[config.mk]
export PLATFORM = sky130hd
export DESIGN_NAME = pc_sequencer
export DESIGN_NICKNAME = d
export VERILOG_FILES = /design/src/rtl/pc_sequencer.sv
export SDC_FILE = /design/constraint.sdc
export NUM_CORES = 1
export LEC_CHECK = 0
export CAP_MARGIN = 20
export CORE_MARGIN = 2
export CORE_UTILIZATION = 46
export DETAILED_ROUTE_END_ITERATION = 8
export GPL_ROUTABILITY_DRIVEN = 0
export PLACE_DENSITY_LB_ADDON = 0.3
export REMOVE_ABC_BUFFERS = 1
export SLEW_MARGIN = 20
export SYNTH_ARGS = -nofsm -noshare
export SYNTH_HDL_FRONTEND = slang
export SYNTH_SLANG_ARGS = --single-unit
[constraint.sdc]
create_clock -name clk -period 3.1 [get_ports clk]
set_clock_uncertainty 0.1 [all_clocks]
set_input_delay 0.62 -clock clk [delete_from_list [all_inputs] [get_ports clk]]
set_output_delay 0.62 -clock clk [all_outputs]
set_load 0.05 [all_outputs]
[src/rtl/pc_sequencer.sv]
// Program-counter sequencer: fetch requests, PC+4 advance, branch/jump redirect with flush.
// Latency: PC advances 1 cycle after ack; a redirect target is on if_addr 1 cycle later and fetched 2 cycles later.
// Backpressure: stall or a missing if_ack holds the PC; redirects are taken regardless of either.
module pc_sequencer #(
    parameter logic [31:0] RESET_PC = 32'h0000_0000
) (
    input  logic        clk,
    input  logic        rst_n,
    input  logic        stall,
    output logic        if_req,
    output logic [31:0] if_addr,
    input  logic        if_ack,
    output logic [31:0] pc4_out,
    input  logic        br_valid,
    input  logic        br_taken,
    input  logic [31:0] br_pc4,
    input  logic [15:0] br_imm,
    input  logic        jmp_valid,
    input  logic [25:0] jmp_index,
    output logic        flush
);

    typedef enum logic [1:0] {
        INIT     = 2'd0,
        FETCH    = 2'd1,
        REDIRECT = 2'd2
    } state_t;

    state_t      state;
    state_t      state_nxt;
    logic [31:0] pc;
    logic [31:0] pc_nxt;
    logic [31:0] pc4;
    logic [31:0] br_target;
    logic [31:0] jmp_target;
    logic        br_hit;
    logic        redirect;
    logic        flush_nxt;

    assign pc4        = pc + 32'd4;
    assign br_target  = br_pc4 + {{14{br_imm[15]}}, br_imm, 2'b00};
    assign jmp_target = {pc4[31:28], jmp_index, 2'b00};
    assign br_hit     = br_valid & br_taken;
    assign redirect   = br_hit | jmp_valid;

    assign if_addr = pc;
    assign pc4_out = pc4;

    always_comb begin
        state_nxt = state;
        pc_nxt    = pc;
        flush_nxt = 1'b0;
        if_req    = 1'b0;
        case (state)
            INIT: begin
                state_nxt = FETCH;
            end
            FETCH: begin
                if_req = ~stall;
                if (~stall & if_ack) begin
                    pc_nxt = pc4;
                end
            end
            REDIRECT: begin
                state_nxt = FETCH;
            end
            default: begin
                state_nxt = INIT;
            end
        endcase

        // The branch is the older instruction, so it wins over a same-cycle jump.
        if ((state == FETCH || state == REDIRECT) && redirect) begin
            pc_nxt    = br_hit ? br_target : jmp_target;
            flush_nxt = 1'b1;
            state_nxt = REDIRECT;
        end
    end

    always_ff @(posedge clk or negedge rst_n) begin
        if (!rst_n) begin
            state <= INIT;
            pc    <= RESET_PC;
            flush <= 1'b0;
        end else begin
            state <= state_nxt;
            pc    <= pc_nxt;
            flush <= flush_nxt;
        end
    end

endmodule

==> impl_metrics.env, run 1 <==
export IMPL_status="finished with violations"
export IMPL_violations="setup timing"
export IMPL_r2r_cells=11
export IMPL_path_class="reg2out"
export IMPL_crit_fanout=5
export IMPL_cts_buffer_depth=2
export IMPL_ioPinCount=147
export IMPL_layout_common_cells="clkdlybuf4s50_1 (111), buf_4 (97), nand2_1 (52)"
export IMPL_start_util_pct=47.0
export IMPL_synth_top_area_share_pct=21.5
export IMPL_sw_frac_of_total_pct=55.9
export IMPL_grtUsageMet2_pct=51.0
export IMPL_syn_inst=502
export IMPL_synth_top_area_cell="dfrtp_1"
export IMPL_first_global_vias=4715
export IMPL_avgViaCountPerCell=5.90
export IMPL_numClockSinks=35
export IMPL_antennaDiodeCount=0
export IMPL_slew_headroom_pct=46.6
export IMPL_place_inst=803
export IMPL_drc=0
export IMPL_synthArstFlopShare_pct=100
export IMPL_htree_levels=2
export IMPL_core_um2=8680
export IMPL_cts_root_buf="clkbuf_8"
export IMPL_cts_tree="done"
export IMPL_synth_edf_count=0
export IMPL_pwr_share_seq_pct=17.1
export IMPL_dp_hpwl_um=11000
export IMPL_fin_crit_sh_pct=100
export IMPL_gr_usage_met3_pct=3.72
export IMPL_power_leakage_uw=0.00289
export IMPL_grt_pass1_wl_um=22200
export IMPL_area_growth_pct=63.7
export IMPL_ys_seq_area_share_pct=21.5
export IMPL_worst_pin_slew_ps=801
export IMPL_clockPowerShare_pct=5.2
export IMPL_hold_path_class="in2async"
export IMPL_overflow=0
export IMPL_timing_hold_violations_final=0
export IMPL_yosysUniqueCellTypes=71
export IMPL_cts_buffers=5
export IMPL_slew_violations=0
export IMPL_endpoint_kind="output pin"
export IMPL_cp_slowest_stage_delay_ps=490
export IMPL_cts_hold_buf=0
export IMPL_netlist_area_um2=4080
export IMPL_grt_use_total_pct=28.2
export IMPL_first_pass_iters=5
export IMPL_numPortBuffers=146
export IMPL_synth_area_top_cells="dfrtp_1 (21%), ha_1 (10%), xnor2_1 (8.8%)"
export IMPL_die_height_um=98.2
export IMPL_die_area_um2=9640
export IMPL_crit_slowest_cell="dfrtp_1"
export IMPL_clk_pin_slew_ps=80
export IMPL_layout_commonest_cell="clkdlybuf4s50_1"
export IMPL_ant_nets=0
export IMPL_fillers=568
export IMPL_insertion_delay_ps=300
export IMPL_fmax_mhz=322
export IMPL_fp_row_count=34
export IMPL_ir_worst_vdd_v=0.000438
export IMPL_finalSetupViolCount=1
export IMPL_worst_slack_ps=-3.08
export IMPL_drive_gt1_share_pct=25.0
export IMPL_grt_max_degree=36
export IMPL_p_sw_uw=3500
export IMPL_cp_start_kind="flip-flop"
export IMPL_wire_per_inst_um=18.2
export IMPL_gr_usage_met1_pct=33.9
export IMPL_antenna_found_initial=0
export IMPL_min_period_ps=3100
export IMPL_cp_data_arrival_time_ps=2380
export IMPL_powerDensity_nw_per_um2=937
export IMPL_finalWirelength_um=15100
export IMPL_ys_warn_count=0
export IMPL_layout_cells_non_filler=831
export IMPL_setup_tns_ps=-3.08
export IMPL_fin_nets=837
export IMPL_crit_required_ps=2380
export IMPL_synth_avg_cell_area_um2=8.13
export IMPL_max_cap_violations=0
export IMPL_dp_slack_ps=-393
export IMPL_cp_cell_sequence="nand2_1 -> nor3_4 -> and3_4 -> nand4_4 -> inv_2 -> nand3_1 -> xnor2_2 -> buf_12"
export IMPL_synth_seq_cells=35
export IMPL_synth_ff_type="dfrtp_1"
export IMPL_busiest_layer="met2"
export IMPL_drt_initial_drc_count=294
export IMPL_p_int_uw=2760
export IMPL_via_count=4904
export IMPL_pwr_share_comb_pct=77.7
export IMPL_die_w_um=98.2
==> final timing paths <==
| kind | from | end | slack [ps] |
|---|---|---|---|
| max | if_addr[7] | pc4_out[29] | -3 |
| min | rst_n | if_addr[6] | 310 |
| max reg2reg | if_addr[3] | if_addr[26] | 500 |
| min reg2reg | if_addr[1] | if_addr[1] | 430 |
| max in group asynchronous | rst_n | if_addr[15] | 2030 |
| min in group clk | if_addr[1] | if_addr[1] | 430 |
==> synth_stat cells (3+ instances only) <==
cell type and n:
ha_1 33, xor2_1 32, nor3_1 14, a31oi_1 8, and3_1 10, nor2b_1 7, buf_4 3, xnor2_1 41
nor2_4 3, nand4_1 5, nand2_1 53, and2_1 5, o21a_1 3, inv_1 10, nand3_1 25, a211oi_1 8
o221ai_1 3, a21oi_1 35, o21ai_0 15, o21ai_1 5, o31ai_1 4, a21o_1 13, a21oi_2 5, buf_2 4
nand4_4 3, o22ai_1 7, nor2_1 36, clkbuf_1 15, dfrtp_1 35, o211ai_1 3, a22oi_1 7
==> layout make-up <==
| cell class | count | area [um^2] | share of cell area [%] |
|---|---|---|---|
| Clock buffer | 7 | 76.3 | 1.14 |
| Clock inverter | 1 | 5.00 | 0.0749 |
| Inverter | 12 | 45.0 | 0.674 |
| Multi-Input combinational cell | 431 | 3200 | 48.0 |
| Sequential cell | 35 | 886 | 13.3 |
| Tap cell | 108 | 135 | 2.02 |
| Timing Repair Buffer | 237 | 2330 | 34.9 |
==> cells by family (layout without fill, tap and decap cells) <==
kind of cell | count (synthesis) | in the layout | synth area share [%]
fa+ha+maj | 34 | 34 | 10.6
xor+xnor | 74 | 74 | 16.1
simple gates | 182 | 182 | 24.1
buf+inv | 36 | 257 | 3.80
mux | 1 | 1 | 0.245
flops | 35 | 35 | 21.5
compound gates | 140 | 140 | 23.7
==> what timing repair did <==
action | CTS | global route
setup endpoints to repair | 12 | 25
pin swaps | 2 | 22
setup buffers | 9 | 11
resized for setup | 11 | 31
hold endpoints to repair | 0 | 0
==> power by group through the flow <==
stage	registers (uW)	logic (uW)	clock network (uW)
2_1_floorplan	1770	2050	0
3_3_place_gp	1020	4580	0
3_5_place_dp	1040	4650	0
4_1_cts	1040	4700	321
5_1_grt	1100	5090	345
6_report	1070	4870	325
==> flip-flops by register name (all words and copies together) (netlist names) <==
signal	count
flush	1
state	2
if_addr	32
==> worst max-delay path, delay by kind of cell (launching register included) <==
family	cells	cell delay (ps)
buffers and inverters	2	300
AND/OR/NAND/NOR	5	1010
flip-flops	1	490
XOR/XNOR	1	290
==> routing by layer <==
layer / vias to the layer above / share of wire, %
met1: 2321 / 39
met4: 0 / 4.1
met2: 267 / 50
li1: 2263 / -
met3: 53 / 6.9
met5: - / 0
==> through the flow <==
step	total power [uW]	hold slack [ps]	area (um^2)	utilization, %
2_1_floorplan	3820	224	3970	-
3_3_place_gp	5610	387	6260	72.2
3_5_place_dp	5700	405	6260	72.2
4_1_cts	6060	333	6460	74.4
5_1_grt	6530	360	6680	77.0
6_report	6260	306	6680	77.0
No activity file was read; power rests on OpenSTA's default activity.
==> run 2: changes to the inputs <==
ABC_AREA = 1   (was unset)
CAP_MARGIN = unset   (was 20)
CORE_UTILIZATION = 49   (was 46)
REMOVE_ABC_BUFFERS = unset   (was 1)
==> run 2 against run 1 <==
- the run now ends clean
- fmax increased by 1.8%
- sequential power decreased by 6%
- global-route usage increased by 1.7 points
- flip-flop and latch count unchanged
- highest routed layer unchanged
- via count increased by 25%
- area after synthesis increased by 20%
- clock power increased by 5%
- register-to-register slack improved by 390 ps
- clock-buffer cell count decreased by 1
- die area increased by 12%
- utilization decreased by 9.0 points
==> impl_metrics.env, run 2 <==
export IMPL_status="completed"
export IMPL_worst_slack_ps=50.5
export IMPL_core_um2=9730
export IMPL_cp_start_kind="flip-flop"
export IMPL_via_count=6118
export IMPL_finalWirelength_um=16400
export IMPL_ys_warn_count=0
export IMPL_dp_slack_ps=95.5
export IMPL_area_growth_pct=34.7
export IMPL_cp_data_arrival_time_ps=2330
export IMPL_layout_commonest_cell="nand2_1"
export IMPL_fin_crit_sh_pct=98.4
export IMPL_yosysUniqueCellTypes=45
export IMPL_hold_path_class="reg2reg"
export IMPL_synth_area_top_cells="nand2_1 (24%), dfrtp_1 (18%), inv_1 (9.8%)"
export IMPL_numPortBuffers=146
export IMPL_power_uw=5750
export IMPL_synth_top_area_cell="nand2_1"
export IMPL_cts_root_buf="clkbuf_8"
export IMPL_ioPinCount=147
export IMPL_cp_cell_sequence="ha_1 -> nand3_1 -> xor2_1 -> clkdlybuf4s50_1"
export IMPL_multi_input_area_um2=3460
export IMPL_synthArstFlopShare_pct=100
export IMPL_synth_seq_cells=35
export IMPL_cts_buffers=5
export IMPL_cts_hold_buf=0
export IMPL_antennaDiodeCount=0
export IMPL_endpoint_kind="output pin"
export IMPL_placed_area_um2=6520
export IMPL_netlist_area_um2=4910
export IMPL_insertion_delay_ps=290
export IMPL_max_cap_violations=0
export IMPL_avgViaCountPerCell=5.34
export IMPL_crit_buf_inv=1
export IMPL_synth_fp_nets=980
export IMPL_antenna_found_initial=0
export IMPL_cp_slowest_stage_delay_ps=840
export IMPL_grt_use_total_pct=29.9
export IMPL_worst_pin_slew_ps=515
export IMPL_yosysMostFrequentCell="nand2_1"
export IMPL_start_util_pct=50.5
export IMPL_grt_max_degree=36
export IMPL_drc=0
export IMPL_first_pass_iters=5
export IMPL_dp_hpwl_um=13700
export IMPL_ys_seq_area_share_pct=17.8
export IMPL_drive_gt1_share_pct=6.42
export IMPL_layout_common_cells="nand2_1 (309), inv_1 (128), clkdlybuf4s50_1 (123)"
export IMPL_overflow=0
export IMPL_die_height_um=104
export IMPL_ant_nets=0
export IMPL_cts_tree="done"
export IMPL_htree_levels=2
export IMPL_synth_avg_cell_area_um2=5.68
export IMPL_clk_pin_slew_ps=70
export IMPL_crit_fanout=4
export IMPL_powerDensity_nw_per_um2=869
export IMPL_crit_slowest_cell="clkdlybuf4s50_1"
export IMPL_crit_required_ps=2380
export IMPL_slew_headroom_pct=65.6
export IMPL_synth_top_area_share_pct=23.6
export IMPL_fillers=926
export IMPL_synth_ff_type="dfrtp_1"
export IMPL_wire_per_inst_um=14.3
export IMPL_synth_edf_count=0
export IMPL_timing_hold_violations_final=0
export IMPL_slew_violations=0
export IMPL_grt_pass1_wl_um=26600
export IMPL_fin_nets=1128
export IMPL_min_period_ps=3050
export IMPL_final_area_um2=6610
export IMPL_finalSetupViolCount=0
export IMPL_crit_family="buffers and inverters"
export IMPL_largest_register_ffs=32
export IMPL_synth_common_cells="nand2_1 (309), inv_1 (128), nor2_1 (92), nand3_1 (58), a21oi_1 (39)"
export IMPL_rsz0062_at_grt="no"
export IMPL_first_global_vias=5723
export IMPL_syn_inst=865
export IMPL_die_w_um=104
export IMPL_ir_worst_vdd_v=0.000587
export IMPL_seqCellArea_um2=877
export IMPL_cts_buffer_depth=2
export IMPL_drt_initial_drc_count=422
export IMPL_path_class="reg2out"
export IMPL_fmax_mhz=328
export IMPL_die_area_um2=10800
export IMPL_fp_row_count=36
export IMPL_cts_setup_buffers=0
export IMPL_numClockSinks=35
export IMPL_setup_tns_ps=0
export IMPL_power_leakage_uw=0.00337
-- run 2: layout make-up --
| type | count | area share, % |
|---|---|---|
| clock buffer | 6 | 1.25 |
| clock inverter | 1 | 0.0757 |
| inverter | 131 | 7.43 |
| multi-input combinational | 682 | 52.3 |
| timing repair buffer | 158 | 23.1 |
| sequential | 35 | 13.3 |
| tap | 133 | 2.52 |
-- run 2: metrics by stage --
step           hold slack, ps  std cells  util, %
5_1_grt                   460       1146     68.0
2_1_floorplan             224        865        -
4_1_cts                   439       1146     67.9
3_3_place_gp              413       1139     67.0
3_5_place_dp              423       1139     67.0
6_report                  436       1146     68.0
-- run 2: cells by family (layout without fill, tap and decap cells) --
| group | after synthesis | after routing | share of synthesized area (%) |
|---|---|---|---|
| compound gates | 102 | 102 | 11.7 |
| xor+xnor | 28 | 28 | 5.30 |
| fa+ha+maj | 34 | 34 | 8.82 |
| buf+inv | 148 | 296 | 11.7 |
| flops | 35 | 35 | 17.8 |
| mux | 1 | 1 | 0.204 |
| simple gates | 517 | 517 | 44.5 |
-- run 2: final timing paths --
kind	from	to	slack [ps]	cells past startpoint
max	if_addr[3]	pc4_out[6]	50	4
min	if_addr[1]	if_addr[1]	440	1
max reg2reg	state[0]	if_addr[3]	890	7
min reg2reg	if_addr[1]	if_addr[1]	440	1
max in group asynchronous	rst_n	if_addr[4]	1930	2
min in group asynchronous	rst_n	if_addr[6]	630	2
-- run 2: layer usage --
metal | vias up | track usage (%) | share of wire [%]
met3 | 42 | 4.14 | 7.7
met1 | 2761 | 37.0 | 41
met2 | 288 | 52.4 | 48
li1 | 3027 | - | -
met4 | 0 | 11.9 | 3.0
met5 | - | 0 | 0
-- run 2: report_power, final --
part	internal [uW]	switching, uW
Sequential	687	320
Clock	174	168
Combinational	1390	3010
-- run 2: timing repair --
item,in CTS,in global routing
gates resized for setup,1,3
endpoints found under the setup margin,1,3
endpoints found under the hold margin,0,0
